## src/rtl/ac97_link_framer.sv

```systemverilog
// AC'97 serial link framer.
// Generates the frame counter and SYNC, serialises one outgoing frame per
// frame period (tag slot followed by NSLOTS data slots, MSB first) and
// deserialises the incoming frame, handing it to the host as a parallel
// snapshot with a pending/ack/overrun handshake.
//
// Host handshake on the receive side: a capture sets in_pending and pulses
// in_frame_strobe; the host retires the frame by holding in_ack high for one
// cycle while in_pending is high. A capture that arrives while the previous
// frame is still pending and not being acked raises the sticky in_overrun
// (the new frame still overwrites the old one); in_overrun_clr clears it,
// with a simultaneous set taking priority.
module ac97_link_framer #(
    parameter int NSLOTS    = 12,
    parameter int SLOT_W    = 20,
    parameter int TAG_W     = 16,
    parameter int SYNC_BITS = 16
) (
    input  logic                     ac97_bitclk,
    input  logic                     rst,
    input  logic                     ac97_sdata_in,
    output logic                     ac97_sdata_out,
    output logic                     ac97_sync,
    input  logic [NSLOTS*SLOT_W-1:0] out_slots,
    input  logic [NSLOTS-1:0]        out_valid,
    output logic                     frame_start,
    output logic [NSLOTS*SLOT_W-1:0] in_slots,
    output logic [NSLOTS-1:0]        in_valid,
    output logic                     codec_ready,
    output logic                     in_frame_strobe,
    output logic                     in_pending,
    input  logic                     in_ack,
    output logic                     in_overrun,
    input  logic                     in_overrun_clr
);

    localparam int DATA_BITS  = NSLOTS * SLOT_W;
    localparam int FRAME_BITS = TAG_W + DATA_BITS;
    localparam int CNT_W      = $clog2(FRAME_BITS);

    localparam logic [CNT_W-1:0] CNT_LAST  = CNT_W'(FRAME_BITS - 1);
    localparam logic [CNT_W-1:0] SYNC_LAST = CNT_W'(SYNC_BITS - 2);

    // Bit counter: names the bit currently on the bus.
    logic [CNT_W-1:0] bitcnt_q;
    logic [CNT_W-1:0] bitcnt_d;
    logic             last_bit;

    // Transmit path.
    logic [FRAME_BITS-1:0] tx_frame;
    logic [FRAME_BITS-1:0] tx_sr_q;
    logic                  sdata_out_q;
    logic                  sync_q;
    logic                  sync_d;

    // Receive path.
    logic [FRAME_BITS-1:0] rx_sr_q;
    logic                  armed_q;
    logic                  capture;
    logic [DATA_BITS-1:0]  in_slots_q;
    logic [NSLOTS-1:0]     in_valid_q;
    logic                  codec_ready_q;
    logic                  strobe_q;
    logic                  pending_q;
    logic                  overrun_q;

    // Next bit index, wrapping at the end of the frame.
    always_comb begin
        bitcnt_d = bitcnt_q + CNT_W'(1);
        if (bitcnt_q == CNT_LAST) begin
            bitcnt_d = '0;
        end
    end

    assign last_bit = (bitcnt_q == CNT_LAST);

    // SYNC is high for the last bit of a frame and the first SYNC_BITS-1 bits
    // of the next; decided from the index the bus will carry next period.
    always_comb begin
        sync_d = (bitcnt_d == CNT_LAST) || (bitcnt_d <= SYNC_LAST);
    end

    // Frame counter and SYNC flop.
    always_ff @(posedge ac97_bitclk or posedge rst) begin
        if (rst) begin
            bitcnt_q <= CNT_LAST;
            sync_q   <= 1'b0;
        end else begin
            bitcnt_q <= bitcnt_d;
            sync_q   <= sync_d;
        end
    end

    // The host-facing strobe marks the period whose closing edge samples
    // out_slots/out_valid; it is forced low while reset is held.
    assign frame_start = last_bit & ~rst;

    // Assemble the outgoing frame: tag MSB set, slot valid bits, zero pad,
    // then each slot with invalid slots replaced by zeros.
    always_comb begin
        tx_frame                          = '0;
        tx_frame[FRAME_BITS-1]            = 1'b1;
        tx_frame[FRAME_BITS-2 -: NSLOTS]  = out_valid;
        for (int s = 0; s < NSLOTS; s++) begin
            if (out_valid[s]) begin
                tx_frame[s*SLOT_W +: SLOT_W] = out_slots[s*SLOT_W +: SLOT_W];
            end
        end
    end

    // Output shift register: the whole frame is captured at the frame
    // boundary so host changes afterwards cannot disturb the frame in flight.
    // The first bit goes straight to the output flop, the rest follow.
    always_ff @(posedge ac97_bitclk or posedge rst) begin
        if (rst) begin
            tx_sr_q     <= '0;
            sdata_out_q <= 1'b0;
        end else if (last_bit) begin
            sdata_out_q <= tx_frame[FRAME_BITS-1];
            tx_sr_q     <= {tx_frame[FRAME_BITS-2:0], 1'b0};
        end else begin
            sdata_out_q <= tx_sr_q[FRAME_BITS-1];
            tx_sr_q     <= {tx_sr_q[FRAME_BITS-2:0], 1'b0};
        end
    end

    assign ac97_sdata_out = sdata_out_q;
    assign ac97_sync      = sync_q;

    // Input shift register: the codec launches on the rising edge, so sample
    // mid-bit on the falling edge. After the last bit, bit 0 sits at the MSB.
    always_ff @(negedge ac97_bitclk or posedge rst) begin
        if (rst) begin
            rx_sr_q <= '0;
        end else begin
            rx_sr_q <= {rx_sr_q[FRAME_BITS-2:0], ac97_sdata_in};
        end
    end

    // After reset the shift register holds no complete frame yet; armed_q
    // suppresses the capture on the first frame boundary after release.
    always_ff @(posedge ac97_bitclk or posedge rst) begin
        if (rst) begin
            armed_q <= 1'b0;
        end else begin
            armed_q <= 1'b1;
        end
    end

    assign capture = last_bit & armed_q;

    // Atomic snapshot of the received frame at the frame boundary.
    always_ff @(posedge ac97_bitclk or posedge rst) begin
        if (rst) begin
            in_slots_q    <= '0;
            in_valid_q    <= '0;
            codec_ready_q <= 1'b0;
        end else if (capture) begin
            in_slots_q    <= rx_sr_q[DATA_BITS-1:0];
            in_valid_q    <= rx_sr_q[FRAME_BITS-2 -: NSLOTS];
            codec_ready_q <= rx_sr_q[FRAME_BITS-1];
        end
    end

    // One-cycle strobe in the period following each capture.
    always_ff @(posedge ac97_bitclk or posedge rst) begin
        if (rst) begin
            strobe_q <= 1'b0;
        end else begin
            strobe_q <= capture;
        end
    end

    // Pending flag: a capture always leaves a frame pending (an ack on the
    // same edge retires the previous frame); otherwise an ack clears it.
    always_ff @(posedge ac97_bitclk or posedge rst) begin
        if (rst) begin
            pending_q <= 1'b0;
        end else if (capture) begin
            pending_q <= 1'b1;
        end else if (in_ack && pending_q) begin
            pending_q <= 1'b0;
        end
    end

    // Sticky overrun: an unacked pending frame was overwritten; set wins.
    always_ff @(posedge ac97_bitclk or posedge rst) begin
        if (rst) begin
            overrun_q <= 1'b0;
        end else if (capture && pending_q && !in_ack) begin
            overrun_q <= 1'b1;
        end else if (in_overrun_clr) begin
            overrun_q <= 1'b0;
        end
    end

    assign in_slots        = in_slots_q;
    assign in_valid        = in_valid_q;
    assign codec_ready     = codec_ready_q;
    assign in_frame_strobe = strobe_q;
    assign in_pending      = pending_q;
    assign in_overrun      = overrun_q;

endmodule
```

## config.mk

```make
export PLATFORM = sky130hd
export DESIGN_NAME = ac97_link_framer
export DESIGN_NICKNAME = d
export VERILOG_FILES = /design/src/rtl/ac97_link_framer.sv
export SDC_FILE = /design/constraint.sdc
export NUM_CORES = 1
export LEC_CHECK = 0
export CELL_PAD_IN_SITES_DETAIL_PLACEMENT = 1
export CELL_PAD_IN_SITES_GLOBAL_PLACEMENT = 2
export CORE_MARGIN = 2
export CORE_UTILIZATION = 38
export DETAILED_ROUTE_END_ITERATION = 12
export GPL_ROUTABILITY_DRIVEN = 0
export HOLD_SLACK_MARGIN = 0.08
export PLACE_DENSITY_LB_ADDON = 0.1
export SKIP_LAST_GASP = 1
export SLEW_MARGIN = 20
export SYNTH_ARGS = -nofsm -noshare
export SYNTH_HDL_FRONTEND = slang
export SYNTH_SLANG_ARGS = --single-unit
```

## constraint.sdc

```tcl
create_clock -name ac97_bitclk -period 72.8 [get_ports ac97_bitclk]
set_input_delay 14.56 -clock ac97_bitclk [delete_from_list [all_inputs] [get_ports ac97_bitclk]]
set_output_delay 14.56 -clock ac97_bitclk [all_outputs]
set_load 0.03 [all_outputs]
```

# ---- After elaboration in Yosys (flattened, before gate mapping)
# Cells that the tools add are included.
dict set report totals {
  ff_bits 779
  in_bits 257
  out_inout_bits 259
  word_cells 45
}
dict set report op_classes {
  n_addsub 1
  magnitude_cmp 1
  eq_ne 2
  mux 19
  n_bitwise 3
  n_reduce_logical 7
}
# op n
set ops {}
lappend ops {{256-bit 2-to-1 mux} 1}
lappend ops {{20-bit 2-to-1 mux} 12}
lappend ops {{8-bit equality test (second input constant)} 2}
lappend ops {{8-bit by 1-bit adder with 8-bit output (second input constant)} 1}
lappend ops {{8-bit by 4-bit less-or-equal comparator with 1-bit output (second input constant)} 1}
lappend ops {{8-bit 2-to-1 mux} 1}
lappend ops {{1-bit 2-to-1 mux} 5}
lappend ops {{2-bit nonzero test} 2}
lappend ops {{1-bit logical AND} 3}
lappend ops {{1-bit AND} 2}
lappend ops {{1-bit zero test} 1}
lappend ops {{1-bit logical OR} 1}
lappend ops {{1-bit inverter} 1}

# ---- Logic depth before layout (Yosys ltp)
dict set report logic_depth {
  ltp_word 5
  ltp_mapped 10
  depth_no_buf 6
}

==> implementation parameters <==
Parameter                              Value

Power and ir drop
  Comb pwr share    0.029
  Total power per unit cell area    between 20 and 30 nW/um2
  Clock network fraction of total power    0.489
  Switch Pwr    about 190 uW
  Switching power share of the total    0.2106
  Lkg Pwr    0.01675 uW
  Cell internal pwr    between 700 and 800 uW
  Proportion of power drawn by flip-flops and latches    0.483
  Power after layout    about 900 uW
  Peak VDD IR    roughly 0.000018 V

Cells and area
  Final nets    2731
  Area used by multi-input combinational logic    around 6400 um2
  Filler Cell Count    6876
  Area of all placed cells without fillers    35350 um2
  Fraction of layout instances using a drive strength above 1    0.1437
  Most common cell after layout, fill and taps aside    sky130_fd_sc_hd__nand2_1
  Leading cell types in the layout, fill and taps excluded    sky130_fd_sc_hd__nand2_1, sky130_fd_sc_hd__clkdlybuf4s50_1, sky130_fd_sc_hd__dfrtp_1
  Area overhead of the layout relative to synthesis    33.38%
  Area used by sequential logic in the layout    19480 um2

Critical path
  Worst path arrival time    18040 ps
  Number of cell instances on the worst register-to-register path    1
  Required time of the critical path    37090 ps
  Worst setup EP type    asynchronous set/reset pin
  R2r setup slk    35640 ps
  Worst flop-to-flop path startpoint    rx_sr_q[117]$_DFF_NP0_
  Startpoint Class    input port
  Max FO, Critical Path    103
  Capture point of the worst reg-to-reg path    in_slots[117]$_DFFE_PP0P_
  Critical path type    input port to asynchronous set/reset pin

Logic synthesis
  Number of warning messages in the yosys log    0
  Distinct cell type count of the synthesized netlist    44
  Portion of the post-synthesis area used by sequential elements    0.7350
  Number of nets produced by synthesis    2225
  Synthesized area per cell    13.49 um2
  Synth Cell Area    26500 um2
  Number of instances in the synthesized netlist    1965
  Synth Register Bits    around 800

Drt
  Via/cell ratio    4.734
  Post-DRT Antenna Nets    0
  Starting DRC count in detailed routing    837
  WL per Instance    19.78 um
  Via count    16480
  DRC errors left    0
  DRT Wirelength    around 69000 um
  Number of detailed-routing iterations run before antenna repair    4

Global route
  Initial antenna violation count    19
  Combined global-route utilization of all metal layers    0.1937
  Gr ovfl total    0
  First-pass GRT wire length    106700 um
  Maximum number of pins on one net before global-route repair    roughly 140
  Number of global-route vias before repair    roughly 18000

STA
  Setup TNS    0 ps
  RSZ-0062 raised after global routing    false
  Worst max-slew margin expressed relative to the limit    0.2998
  Number of setup violations in the final report    0
  Worst path setup slack after routing    19050 ps
  Minimum hold slack    298.5 ps
  Clock skew after layout    38.72 ps
  Final Max Slew Viols    0
  Total count of hold-check failures in the final report    0
  Transition time at the pin with the least slew margin    about 1100 ps

Floorplan
  DIE AREA    slightly above 70000 um2
  Vertical extent of the die    268.1 um
  Initial core utilization    0.3851
  Die X    268.1 um
  CORE AREA    68830 um2
  Placement row count    96
  IO Count    slightly above 500

Clocking
  Clock net sink count    778
  Maximum level of the CTS H-tree    3
  TritonCTS clock tree    done
  Hold bufs inserted after CTS    0
  Maximum clock insertion buffer count    3
  Clock-pin transition on the worst setup and hold timing paths    about 40 ps
  Post-cts resize count    0
  Clock latency at the later pin of the worst-skew pair    roughly 630 ps
  Total clock buffers created by CTS    84
  Post-CTS Setup Bufs    0
  Cell chosen for the clock root    sky130_fd_sc_hd__clkbuf_16

Min path
  Cell depth of the worst min-delay path    0
  HP Class    flip-flop to flip-flop
  Launch point of the worst hold path    rx_sr_q[241]$_DFF_NP0_
  Hold Crit Endpoint    rx_sr_q[242]$_DFF_NP0_

Place
  Port Buffers    515
  Detailed-placement wirelength estimate    about 46000 um
  Worst slack after detailed placement    18190 ps
  Instance area at placement    ~32000 um2

Job
  Maximum Capacitance Violations    0

Outcome
  Outcome    complete, no violations
==> power by group through the flow <==
stage,sequential [uW],clock (uW),combinational [uW]
floorplan,444,0,8.04
global placement,443,0,26.2
detailed placement,443,0,26.6
CTS,436,457,26.7
global route,436,473,28.6
finish,436,441,25.8
==> worst max-delay path by stage <==
| stage | startpoint | endpoint | slack (ps) | cells past startpoint |
|---|---|---|---|---|
| 6_report | rst | rx_sr_q[68]$_DFF_NP0_ | 19050 | 6 |
| 5_1_grt | rst | rx_sr_q[68]$_DFF_NP0_ | 18550 | 6 |
| 4_1_cts | rst | rx_sr_q[68]$_DFF_NP0_ | 18850 | 5 |
| 3_5_place_dp | rst | rx_sr_q[70]$_DFF_NP0_ | 18190 | 5 |
| 3_3_place_gp | rst | rx_sr_q[72]$_DFF_NP0_ | 18340 | 5 |
| 2_1_floorplan | rst | rx_sr_q[0]$_DFF_NP0_ | 560 | 1 |
==> registers in the layout, summed over array words and instances (netlist names) <==
name             flops
in_overrun           1
in_frame_strobe      1
bitcnt_q             8
armed_q              1
ac97_sync            1
in_pending           1
in_slots           240
rx_sr_q            256
ac97_sdata_out       1
codec_ready          1
in_valid            12
tx_sr_q            255
==> per-stage QoR <==
stage | instances | utilization
floorplan | 1965 | -
global placement | 3315 | 0.4704
detailed placement | 3315 | 0.4704
CTS | 3470 | 0.5128
global route | 3474 | 0.5133
finish | 3481 | 0.5136
==> cell families after synthesis <==
group,Yosys count,share of synthesized area
flip-flops,778,0.7350
buffers and inverters,121,0.02403
adder cells (fa/ha/maj),3,0.001417
AO/OA/AOI/OAI,15,0.004060
multiplexers,254,0.1079
XOR/XNOR,4,0.001322
other,1,0.0001415
AND/OR/NAND/NOR,789,0.1261
==> layer usage <==
layer,GRT usage,vias up,part of all wire
li1,-,7499,-
met5,0,-,0.0018
met4,0.06372,18,0.030
met2,0.3132,372,0.48
met1,0.2457,8460,0.42
met3,0.06424,131,0.074
==> area by class of cell <==
cell class	instances	area share
Antenna cell	10	0.0007079
Clock buffer	124	0.07185
Clock inverter	31	0.01076
Inverter	6	0.001062
Multi-Input combinational cell	1066	0.1810
Sequential cell	778	0.5510
Tap cell	931	0.03295
Timing Repair Buffer	535	0.1506
==> synth_stat cells, drive strengths merged <==
library cell | n | share of area
nor3 | 2 | 0.00057
inv | 6 | 0.00085
mux2 | 254 | 0.11
nand3b | 1 | 0.00028
xor2 | 3 | 0.00099
nand3 | 242 | 0.046
xnor2 | 1 | 0.00033
dfstp | 8 | 0.0079
a21boi | 1 | 0.00028
nand2 | 521 | 0.074
o21ai | 3 | 0.00057
nand2b | 3 | 0.00071
nor4 | 1 | 0.00024
o2bb2ai | 1 | 0.00033
and4b | 1 | 0.00038
conb | 1 | 0.00014
nand4 | 4 | 0.00094
o32ai | 2 | 0.00066
and3 | 2 | 0.00047
clkbuf | 46 | 0.0066
nor2 | 4 | 0.00057
and2 | 4 | 0.00094
a21oi | 1 | 0.00019
or3 | 1 | 0.00024
ha | 3 | 0.0014
o22a | 1 | 0.00033
buf | 69 | 0.017
dfrtp | 514 | 0.49
o31ai | 1 | 0.00028
nor2b | 2 | 0.00047
a21bo | 1 | 0.00038
a31oi | 1 | 0.00024
o22ai | 1 | 0.00024
a211oi | 2 | 0.00057
and3b | 1 | 0.00033
dfrtn | 256 | 0.24
==> critical path, cell delays in order <==
cell                              delay (ps)
sky130_fd_sc_hd__clkdlybuf4s50_1         510
sky130_fd_sc_hd__inv_8                   250
sky130_fd_sc_hd__buf_16                  410
sky130_fd_sc_hd__buf_4                   680
sky130_fd_sc_hd__buf_4                   630
sky130_fd_sc_hd__buf_4                   790
(Power assumes the default switching activity.)
